### config.mk
export PLATFORM = sky130hd
export DESIGN_NAME = reset_sequencer_flat
export DESIGN_NICKNAME = d
export VERILOG_FILES = /design/src/rtl/reset_seq_pkg.sv /design/src/rtl/reset_sequencer_if.sv /design/src/rtl/reset_sequencer_sync.sv /design/src/rtl/reset_sequencer.sv /design/src/flat_wrapper.sv
export SDC_FILE = /design/constraint.sdc
export NUM_CORES = 1
export LEC_CHECK = 0
export CORE_ASPECT_RATIO = 1.5
export CORE_MARGIN = 1
export CORE_UTILIZATION = 42
export DETAILED_ROUTE_END_ITERATION = 12
export GPL_ROUTABILITY_DRIVEN = 0
export PLACE_DENSITY_LB_ADDON = 0.08
export RECOVER_POWER = 25
export SLEW_MARGIN = 25
export SYNTH_ARGS = -nofsm -noshare
export SYNTH_HDL_FRONTEND = slang
export SYNTH_HIERARCHICAL = 1
export SYNTH_SLANG_ARGS = --single-unit
### constraint.sdc
create_clock -name clk -period 5.2 [get_ports clk]
set_clock_uncertainty 0.1 [all_clocks]
set_input_delay 0.52 -clock clk [delete_from_list [all_inputs] [get_ports clk]]
set_output_delay 0.52 -clock clk [all_outputs]
set_load 0.01 [all_outputs]
### src/rtl/reset_seq_pkg.sv
`default_nettype none
// ============================================================================
//  Module   : reset_seq_pkg
//  Purpose  : Shared definitions for the reset sequencer slice. Holds the
//             sequencer state encoding and the default parameter values.
//  Ports    : none (package)
//  Revision : 1.0  initial release
// ============================================================================
package reset_seq_pkg;

  // Default build parameters for the sequencer and its interface.
  localparam int DEF_N_DOMAINS   = 4;
  localparam int DEF_SYNC_STAGES = 3;
  localparam int DEF_DELAY_W     = 8;
  localparam int DEF_ACK_TIMEOUT = 255;

  // Sequencer state encoding. Values are fixed so that existing debug
  // tooling that decodes the raw state register keeps working.
  typedef logic [2:0] seq_state_t;

  localparam seq_state_t ST_HOLD    = 3'd0;
  localparam seq_state_t ST_RELEASE = 3'd1;
  localparam seq_state_t ST_RUN     = 3'd2;
  localparam seq_state_t ST_QUIESCE = 3'd3;
  localparam seq_state_t ST_ASSERT  = 3'd4;

  // Number of bits needed to hold values 0..max_value (never less than 1).
  function automatic int bits_for(input int max_value);
    int w;
    w = 1;
    while ((max_value >> w) != 0) begin
      w = w + 1;
    end
    return w;
  endfunction

endpackage
`default_nettype wire

### src/rtl/reset_sequencer_if.sv
`default_nettype none
// ============================================================================
//  Module   : reset_sequencer_if
//  Purpose  : Bundles the configuration, warm-reset handshake and status
//             signals between the reset sequencer and the blocks it controls.
//  Ports    : delay_cfg    gap between releases / warm-reset hold time
//             sw_req       single-cycle warm-reset request
//             domain_ack   per-domain quiesce acknowledge (level)
//             domain_rst   per-domain reset, 1 = held in reset
//             quiesce_req  request for domains to drain
//             busy/done    sequencer status
//             timeout_flag sticky quiesce-timeout indication
//  Modports : master = sequencer side, slave = controlled-domain side
//  Revision : 1.0  initial release
// ============================================================================
interface reset_sequencer_if
  import reset_seq_pkg::*;
#(
  parameter int N_DOMAINS = DEF_N_DOMAINS,
  parameter int DELAY_W   = DEF_DELAY_W
);

  logic [DELAY_W-1:0]   delay_cfg;
  logic                 sw_req;
  logic [N_DOMAINS-1:0] domain_ack;
  logic [N_DOMAINS-1:0] domain_rst;
  logic                 quiesce_req;
  logic                 busy;
  logic                 done;
  logic                 timeout_flag;

  modport master (
    input  delay_cfg,
    input  sw_req,
    input  domain_ack,
    output domain_rst,
    output quiesce_req,
    output busy,
    output done,
    output timeout_flag
  );

  modport slave (
    output delay_cfg,
    output sw_req,
    output domain_ack,
    input  domain_rst,
    input  quiesce_req,
    input  busy,
    input  done,
    input  timeout_flag
  );

endinterface
`default_nettype wire

### src/rtl/reset_sequencer_sync.sv
`default_nettype none
// ============================================================================
//  Module   : reset_sync
//  Purpose  : Reset deassertion synchronizer. Output asserts asynchronously
//             with rst and deasserts on the STAGES-th rising clk edge after
//             rst falls.
//  Ports    : clk      block clock
//             rst      asynchronous active-high reset
//             rst_sync synchronized reset, asserted high
//  Revision : 1.0  initial release
// ============================================================================
module reset_sync #(
  parameter int STAGES = 2
) (
  input  logic clk,
  input  logic rst,
  output logic rst_sync
);

  logic [STAGES-1:0] r_chain;

  // All stages are preset by rst; zeros walk in from bit 0 once rst drops.
  always_ff @(posedge clk or posedge rst) begin
    if (rst) begin
      r_chain <= '1;
    end else begin
      r_chain <= r_chain << 1;
    end
  end

  assign rst_sync = r_chain[STAGES-1];

endmodule
`default_nettype wire

### src/rtl/reset_sequencer.sv
`default_nettype none
// ============================================================================
//  Module   : reset_sequencer
//  Purpose  : Orders reset release for N_DOMAINS downstream blocks. All
//             domain resets assert asynchronously with rst; after rst is
//             synchronized away they release one by one (domain 0 first)
//             with a programmable gap. A software warm reset quiesces the
//             domains, reasserts every reset and re-runs the release.
//  Ports    : clk  block clock
//             rst  asynchronous active-high reset
//             bus  reset_sequencer_if.master (delay_cfg, sw_req, domain_ack
//                  in; domain_rst, quiesce_req, busy, done, timeout_flag out)
//  Revision : 1.0  initial release
// ============================================================================
module reset_sequencer
  import reset_seq_pkg::*;
#(
  parameter int N_DOMAINS   = DEF_N_DOMAINS,
  parameter int SYNC_STAGES = DEF_SYNC_STAGES,
  parameter int DELAY_W     = DEF_DELAY_W,
  parameter int ACK_TIMEOUT = DEF_ACK_TIMEOUT
) (
  input  logic              clk,
  input  logic              rst,
  reset_sequencer_if.master bus
);

  localparam int IDX_W = (N_DOMAINS > 1) ? bits_for(N_DOMAINS - 1) : 1;
  localparam int ACK_W = bits_for(ACK_TIMEOUT);
  localparam int CNT_W = (DELAY_W > ACK_W) ? DELAY_W : ACK_W;

  localparam logic [IDX_W-1:0] LAST_IDX = IDX_W'(N_DOMAINS - 1);
  localparam logic [CNT_W-1:0] ACK_LOAD = CNT_W'(ACK_TIMEOUT);

  // The HOLD->RELEASE transition flop acts as the last synchronizer stage,
  // so the external chain is one stage shorter. Net effect: RELEASE is
  // entered on the SYNC_STAGES-th clk edge after rst falls.
  localparam int PRE_STAGES = (SYNC_STAGES > 1) ? (SYNC_STAGES - 1) : 1;

  seq_state_t           r_state;
  logic [IDX_W-1:0]     r_idx;
  logic [CNT_W-1:0]     r_cnt;
  logic [N_DOMAINS-1:0] r_domain_rst;
  logic                 r_quiesce_req;
  logic                 r_busy;
  logic                 r_done;
  logic                 r_timeout_flag;

  logic                 w_rst_pre;
  logic [CNT_W-1:0]     w_gap;
  logic                 w_all_ack;
  logic                 w_cnt_zero;

  reset_sync #(
    .STAGES (PRE_STAGES)
  ) u_reset_sync (
    .clk      (clk),
    .rst      (rst),
    .rst_sync (w_rst_pre)
  );

  assign w_gap      = CNT_W'(bus.delay_cfg);
  assign w_all_ack  = &bus.domain_ack;
  assign w_cnt_zero = (r_cnt == '0);

  // Every output is a flop; status bits are updated on the same edge as the
  // state change so busy/done never glitch relative to domain_rst.
  always_ff @(posedge clk or posedge rst) begin
    if (rst) begin
      r_state        <= ST_HOLD;
      r_idx          <= '0;
      r_cnt          <= '0;
      r_domain_rst   <= '1;
      r_quiesce_req  <= 1'b0;
      r_busy         <= 1'b1;
      r_done         <= 1'b0;
      r_timeout_flag <= 1'b0;
    end else begin
      case (r_state)
        ST_HOLD: begin
          if (!w_rst_pre) begin
            r_state <= ST_RELEASE;
            r_idx   <= '0;
            r_cnt   <= w_gap;
          end
        end

        ST_RELEASE: begin
          if (!w_cnt_zero) begin
            r_cnt <= r_cnt - CNT_W'(1);
          end else begin
            // Clearing one bit per step in ascending index keeps the
            // "no higher domain out of reset before a lower one" invariant.
            r_domain_rst[r_idx] <= 1'b0;
            if (r_idx == LAST_IDX) begin
              r_state <= ST_RUN;
              r_busy  <= 1'b0;
              r_done  <= 1'b1;
            end else begin
              r_idx <= r_idx + IDX_W'(1);
              r_cnt <= w_gap;
            end
          end
        end

        ST_RUN: begin
          r_domain_rst <= '0;
          if (bus.sw_req) begin
            r_state        <= ST_QUIESCE;
            r_quiesce_req  <= 1'b1;
            r_timeout_flag <= 1'b0;
            r_cnt          <= ACK_LOAD;
            r_busy         <= 1'b1;
            r_done         <= 1'b0;
          end
        end

        ST_QUIESCE: begin
          if (w_all_ack || w_cnt_zero) begin
            r_state       <= ST_ASSERT;
            r_quiesce_req <= 1'b0;
            r_domain_rst  <= '1;
            r_cnt         <= w_gap;
            // A full set of acks on the final count still counts as clean.
            if (!w_all_ack) begin
              r_timeout_flag <= 1'b1;
            end
          end else begin
            r_cnt <= r_cnt - CNT_W'(1);
          end
        end

        ST_ASSERT: begin
          if (w_cnt_zero) begin
            r_state <= ST_RELEASE;
            r_idx   <= '0;
            r_cnt   <= w_gap;
          end else begin
            r_cnt <= r_cnt - CNT_W'(1);
          end
        end

        default: begin
          // Unreachable encodings recover by restarting the cold sequence.
          r_state       <= ST_HOLD;
          r_idx         <= '0;
          r_cnt         <= '0;
          r_domain_rst  <= '1;
          r_quiesce_req <= 1'b0;
          r_busy        <= 1'b1;
          r_done        <= 1'b0;
        end
      endcase
    end
  end

  assign bus.domain_rst   = r_domain_rst;
  assign bus.quiesce_req  = r_quiesce_req;
  assign bus.busy         = r_busy;
  assign bus.done         = r_done;
  assign bus.timeout_flag = r_timeout_flag;

endmodule
`default_nettype wire

### src/flat_wrapper.sv
// flat-port wrapper written by rule: the top's interface ports become plain ports
module reset_sequencer_flat import reset_seq_pkg::*;
#(
  parameter int N_DOMAINS   = DEF_N_DOMAINS,
  parameter int SYNC_STAGES = DEF_SYNC_STAGES,
  parameter int DELAY_W     = DEF_DELAY_W,
  parameter int ACK_TIMEOUT = DEF_ACK_TIMEOUT
)
  (clk, rst, bus_delay_cfg, bus_sw_req, bus_domain_ack, bus_domain_rst, bus_quiesce_req, bus_busy, bus_done, bus_timeout_flag);
  reset_sequencer_if #(.N_DOMAINS(N_DOMAINS), .DELAY_W(DELAY_W)) bus_i ();
  input  logic clk;
  input  logic rst;
  input wire logic [$bits(bus_i.delay_cfg)-1:0] bus_delay_cfg;
  input wire logic [$bits(bus_i.sw_req)-1:0] bus_sw_req;
  input wire logic [$bits(bus_i.domain_ack)-1:0] bus_domain_ack;
  output wire logic [$bits(bus_i.domain_rst)-1:0] bus_domain_rst;
  output wire logic [$bits(bus_i.quiesce_req)-1:0] bus_quiesce_req;
  output wire logic [$bits(bus_i.busy)-1:0] bus_busy;
  output wire logic [$bits(bus_i.done)-1:0] bus_done;
  output wire logic [$bits(bus_i.timeout_flag)-1:0] bus_timeout_flag;
  assign bus_i.delay_cfg = bus_delay_cfg;
  assign bus_i.sw_req = bus_sw_req;
  assign bus_i.domain_ack = bus_domain_ack;
  assign bus_domain_rst = bus_i.domain_rst;
  assign bus_quiesce_req = bus_i.quiesce_req;
  assign bus_busy = bus_i.busy;
  assign bus_done = bus_i.done;
  assign bus_timeout_flag = bus_i.timeout_flag;
  reset_sequencer #(.N_DOMAINS(N_DOMAINS), .SYNC_STAGES(SYNC_STAGES), .DELAY_W(DELAY_W), .ACK_TIMEOUT(ACK_TIMEOUT)) u_core (.clk(clk), .rst(rst), .bus(bus_i));
endmodule
==> flow_summary.toml <==
[die]
floorplan.die.width_um = 51.2
fp.dieH_um = 75.9
initial_utilization_pct = 44.3
boundaryPins = 23
floorplan.die_area_mm2 = 0.00389
placementRows = 26
design.core.area_mm2 = 0.00345

[layout]
finalNonFillerCells = 238
final_layout_size_suffix_gt1_share_pct = 10.7
mostFrequentLayoutCells = "clkdlybuf4s50_1, nand2_1, nor2_1, o21ai_0, dfrtp_1"
num-nets-final = 217
diodes = 0
flow.area_growth_from_synthesis_pct = 19.0
final_cell_area_mm2 = 0.00182
layout_commonest_cell = "clkdlybuf4s50_1"

[clocking]
cts_tree = "built"
cts_root_buf = "clkbuf_8"
post_cts.resized_instances = 0
cts.repair_timing.setup_buffer_count = 0
tritoncts_num_sinks = 23
cts.hold.buffers_added = 0
later_pin_clock_latency_in_the_skew_report_ns = 0.27
max-clock-path-buffers = 2
cts_inserted_buffers = 3
cts-htree-levels = 1
worst_setup_hold_path_clk_slew_ns = 0.09

[global_routing]
global_route.usage.total_pct = 23.0
grt_remaining_overflow = 0
global_route_wire_length_before_repair_mm = 6.64
number_of_antenna_violations_at_the_first_check_in_global_routing = 0
number_of_global_route_vias_before_repair = 1407
pin_count_of_the_biggest_net_entering_global_routing = 22

[worst_hold_path]
holdCritPathClass = "reg2reg"
min_from = "u_core/u_reset_sync/r_chain[0]$_DFF_PP1_"

[synth]
synth.area.top_cells = "dfrtp_1, dfstp_2, o21ai_0, a21oi_1, nand2_1"
post_synth_fa_ha_maj_area_fraction_pct = 4.10
synth_top_family_by_area = "compound AO/OA/AOI/OAI gates"
synth_edf_count = 0
flip_flop_and_latch_count_after_synthesis = 23
portion_of_the_post_synthesis_area_used_by_sequential_elements_pct = 38.2
synth_mux_area_share_pct = 1.64
synth_area_mm2 = 0.00153
async_reset_ff_share_pct = 100
syn_nets = 197
synth-xor-area-share_pct = 1.15
synth_cell_types = 53
total_number_of_yosys_warnings = 6
syn-mean-instance-area_um2 = 8.63
yosysTopAreaCell = "dfrtp_1"
synth_flop_cell = "dfrtp_1"
synth_cells = 177
synth_top_area_share_pct = 26.2
synth_area_in_compound_gates_pct = 28.7
synth_area_in_simple_gates_pct = 20.8

[power]
leakagePower_nw = 0.763
power.density_cell_area_mw_per_mm2 = 419
ir_worst_vdd_uv = 345
report.power.total_w = 0.000762

[placement]
detailedPlacementHpwl_mm = 2.94
numPortBuffers = 22
numPlacedInstances = 234
area_after_dpl_mm2 = 0.00177

[critical_path]
required_time_of_the_critical_path_ns = 5.29
r2r_start = "u_core/r_cnt[0]$_DFFE_PP0P_"
worstSetupStartpointType = "flop"
start_point_of_the_critical_path = "u_core/r_cnt[0]$_DFFE_PP0P_"
cp_data_arrival_time_ns = 2.69
crit_path_top_delay_cell = "nor3_4"
worst-setup-path-type = "reg2reg"
path_delay_family = "simple AND/OR/NAND/NOR gates"
path_max_fanout = 18
cp_num_buf_inv = 1
critical_path.cell_chain = "inv_1 -> ha_1 -> or3b_4 -> nor3_4 -> nor2_2 -> or4_1 -> o211ai_1"
worstSetupEndpointType = "flop"
timing.critical_path.slowest_cell_delay_ns = 0.57

[route]
vias = 1438
wl_mm = 4.03
detail_route.iter0.violations = 60
firstDrtPassIters = 4
route.detailed.wl_per_inst_um = 16.9
drt-vias-per-instance = 6.04
detail-route-antenna-nets = 0
remaining_drc_errors = 0

[timing]
finalHoldViolCount = 0
final_max_slew_viol_count = 0
finalSetupViolCount = 0
period_needed_ns = 2.60
achievable-frequency_mhz = 384
setup_total_negative_slack_ns = 0
maxSlewHeadroom_pct = 42.0
rsz0062_at_grt = "no"
fin_worst_hold_slack_ns = 0.262
timing.final.crit_share_pct = 50.0
worst_slew_pin_slew_ns = 0.868

[run]
cap_viol_max_count = 0

[outcome]
status = "finished clean"
[flip-flops by register name, summed over array words and instances (netlist names)]
signal,count
u_core/r_idx,2
u_core/r_cnt,8
u_core/u_reset_sync/r_chain,2
u_core/bus.domain_rst,4
u_core/bus.timeout_flag,1
u_core/r_state,3
u_core/bus.busy,1
u_core/bus.done,1
u_core/bus.quiesce_req,1
[metrics by stage]
step / worst slack (ns) / utilization (%)
final: 2.60 / 52.7
after global routing: 2.45 / 52.7
after CTS: 2.60 / 52.6
after detailed placement: 2.42 / 51.2
after global placement: 2.50 / 51.2
after floorplan: 3.03 / -
[cell usage after synthesis (2+ instances only)]
cell        n
a2111oi_0   2
a21o_1      2
a21oi_1    15
a221oi_1    2
a2bb2oi_1   2
a31oi_1     2
a32oi_1     4
buf_2       3
clkbuf_1    3
dfrtp_1    16
dfstp_2     7
ha_1        5
inv_1      12
nand2_1    18
nand2b_1    2
nand3_1     2
nor2_1     17
nor2b_1     2
nor4_1      2
o211ai_1    2
o21ai_0    17
o31ai_1     2
o32a_1      2
or3_1       4
or4_1       4
[area by class of cell]
| cell class | count | area, um2 |
|---|---|---|
| repair buffers | 22 | 220 |
| clock buffers | 3 | 41.3 |
| inverters | 12 | 45.0 |
| flip-flops and latches | 23 | 584 |
| well taps | 42 | 52.6 |
| fillers | 339 | 1630 |
| clock inverters | 1 | 5.00 |
| multi-input cells | 135 | 870 |
[report_power, final]
| part | switching (W) | leakage (nW) | internal, W |
|---|---|---|---|
| Clock | 0.0000621 | 0.0255 | 0.0000536 |
| Combinational | 0.000158 | 0.472 | 0.000163 |
| Sequential | 0.0000748 | 0.265 | 0.000252 |
[logic make-up after synthesis]
kind of cell / Yosys count
AOI/OAI and AO/OA: 64
and+or+nand+nor: 61
DFF: 23
buffers and inverters: 19
adders and majority gates: 5
xor gates and xnor gates: 2
muxes: 2
other: 1
[path summary, 6_finish.rpt]
| check | cells after the start | slack [ns] | to |
|---|---|---|---|
| max | 7 | 2.60 | u_core/r_state[0]$_DFFE_PP0P_ |
| min | 0 | 0.26 | u_core/u_reset_sync/r_chain[1]$_DFF_PP1_ |
| max reg2reg | 7 | 2.60 | u_core/r_state[0]$_DFFE_PP0P_ |
| min reg2reg | 0 | 0.26 | u_core/u_reset_sync/r_chain[1]$_DFF_PP1_ |
| max in group asynchronous | 2 | 3.67 | u_core/r_cnt[2]$_DFFE_PP0P_ |
| min in group asynchronous | 2 | 0.62 | u_core/u_reset_sync/r_chain[0]$_DFF_PP1_ |
[layer usage]
metal	track usage [%]	wire (um)	vias up
met4	12.6	91	0
met5	0	0	-
met2	40.4	2070	46
li1	-	-	689
met3	2.99	175	10
met1	27.1	1690	693
Power figures use the tool's default switching activity.
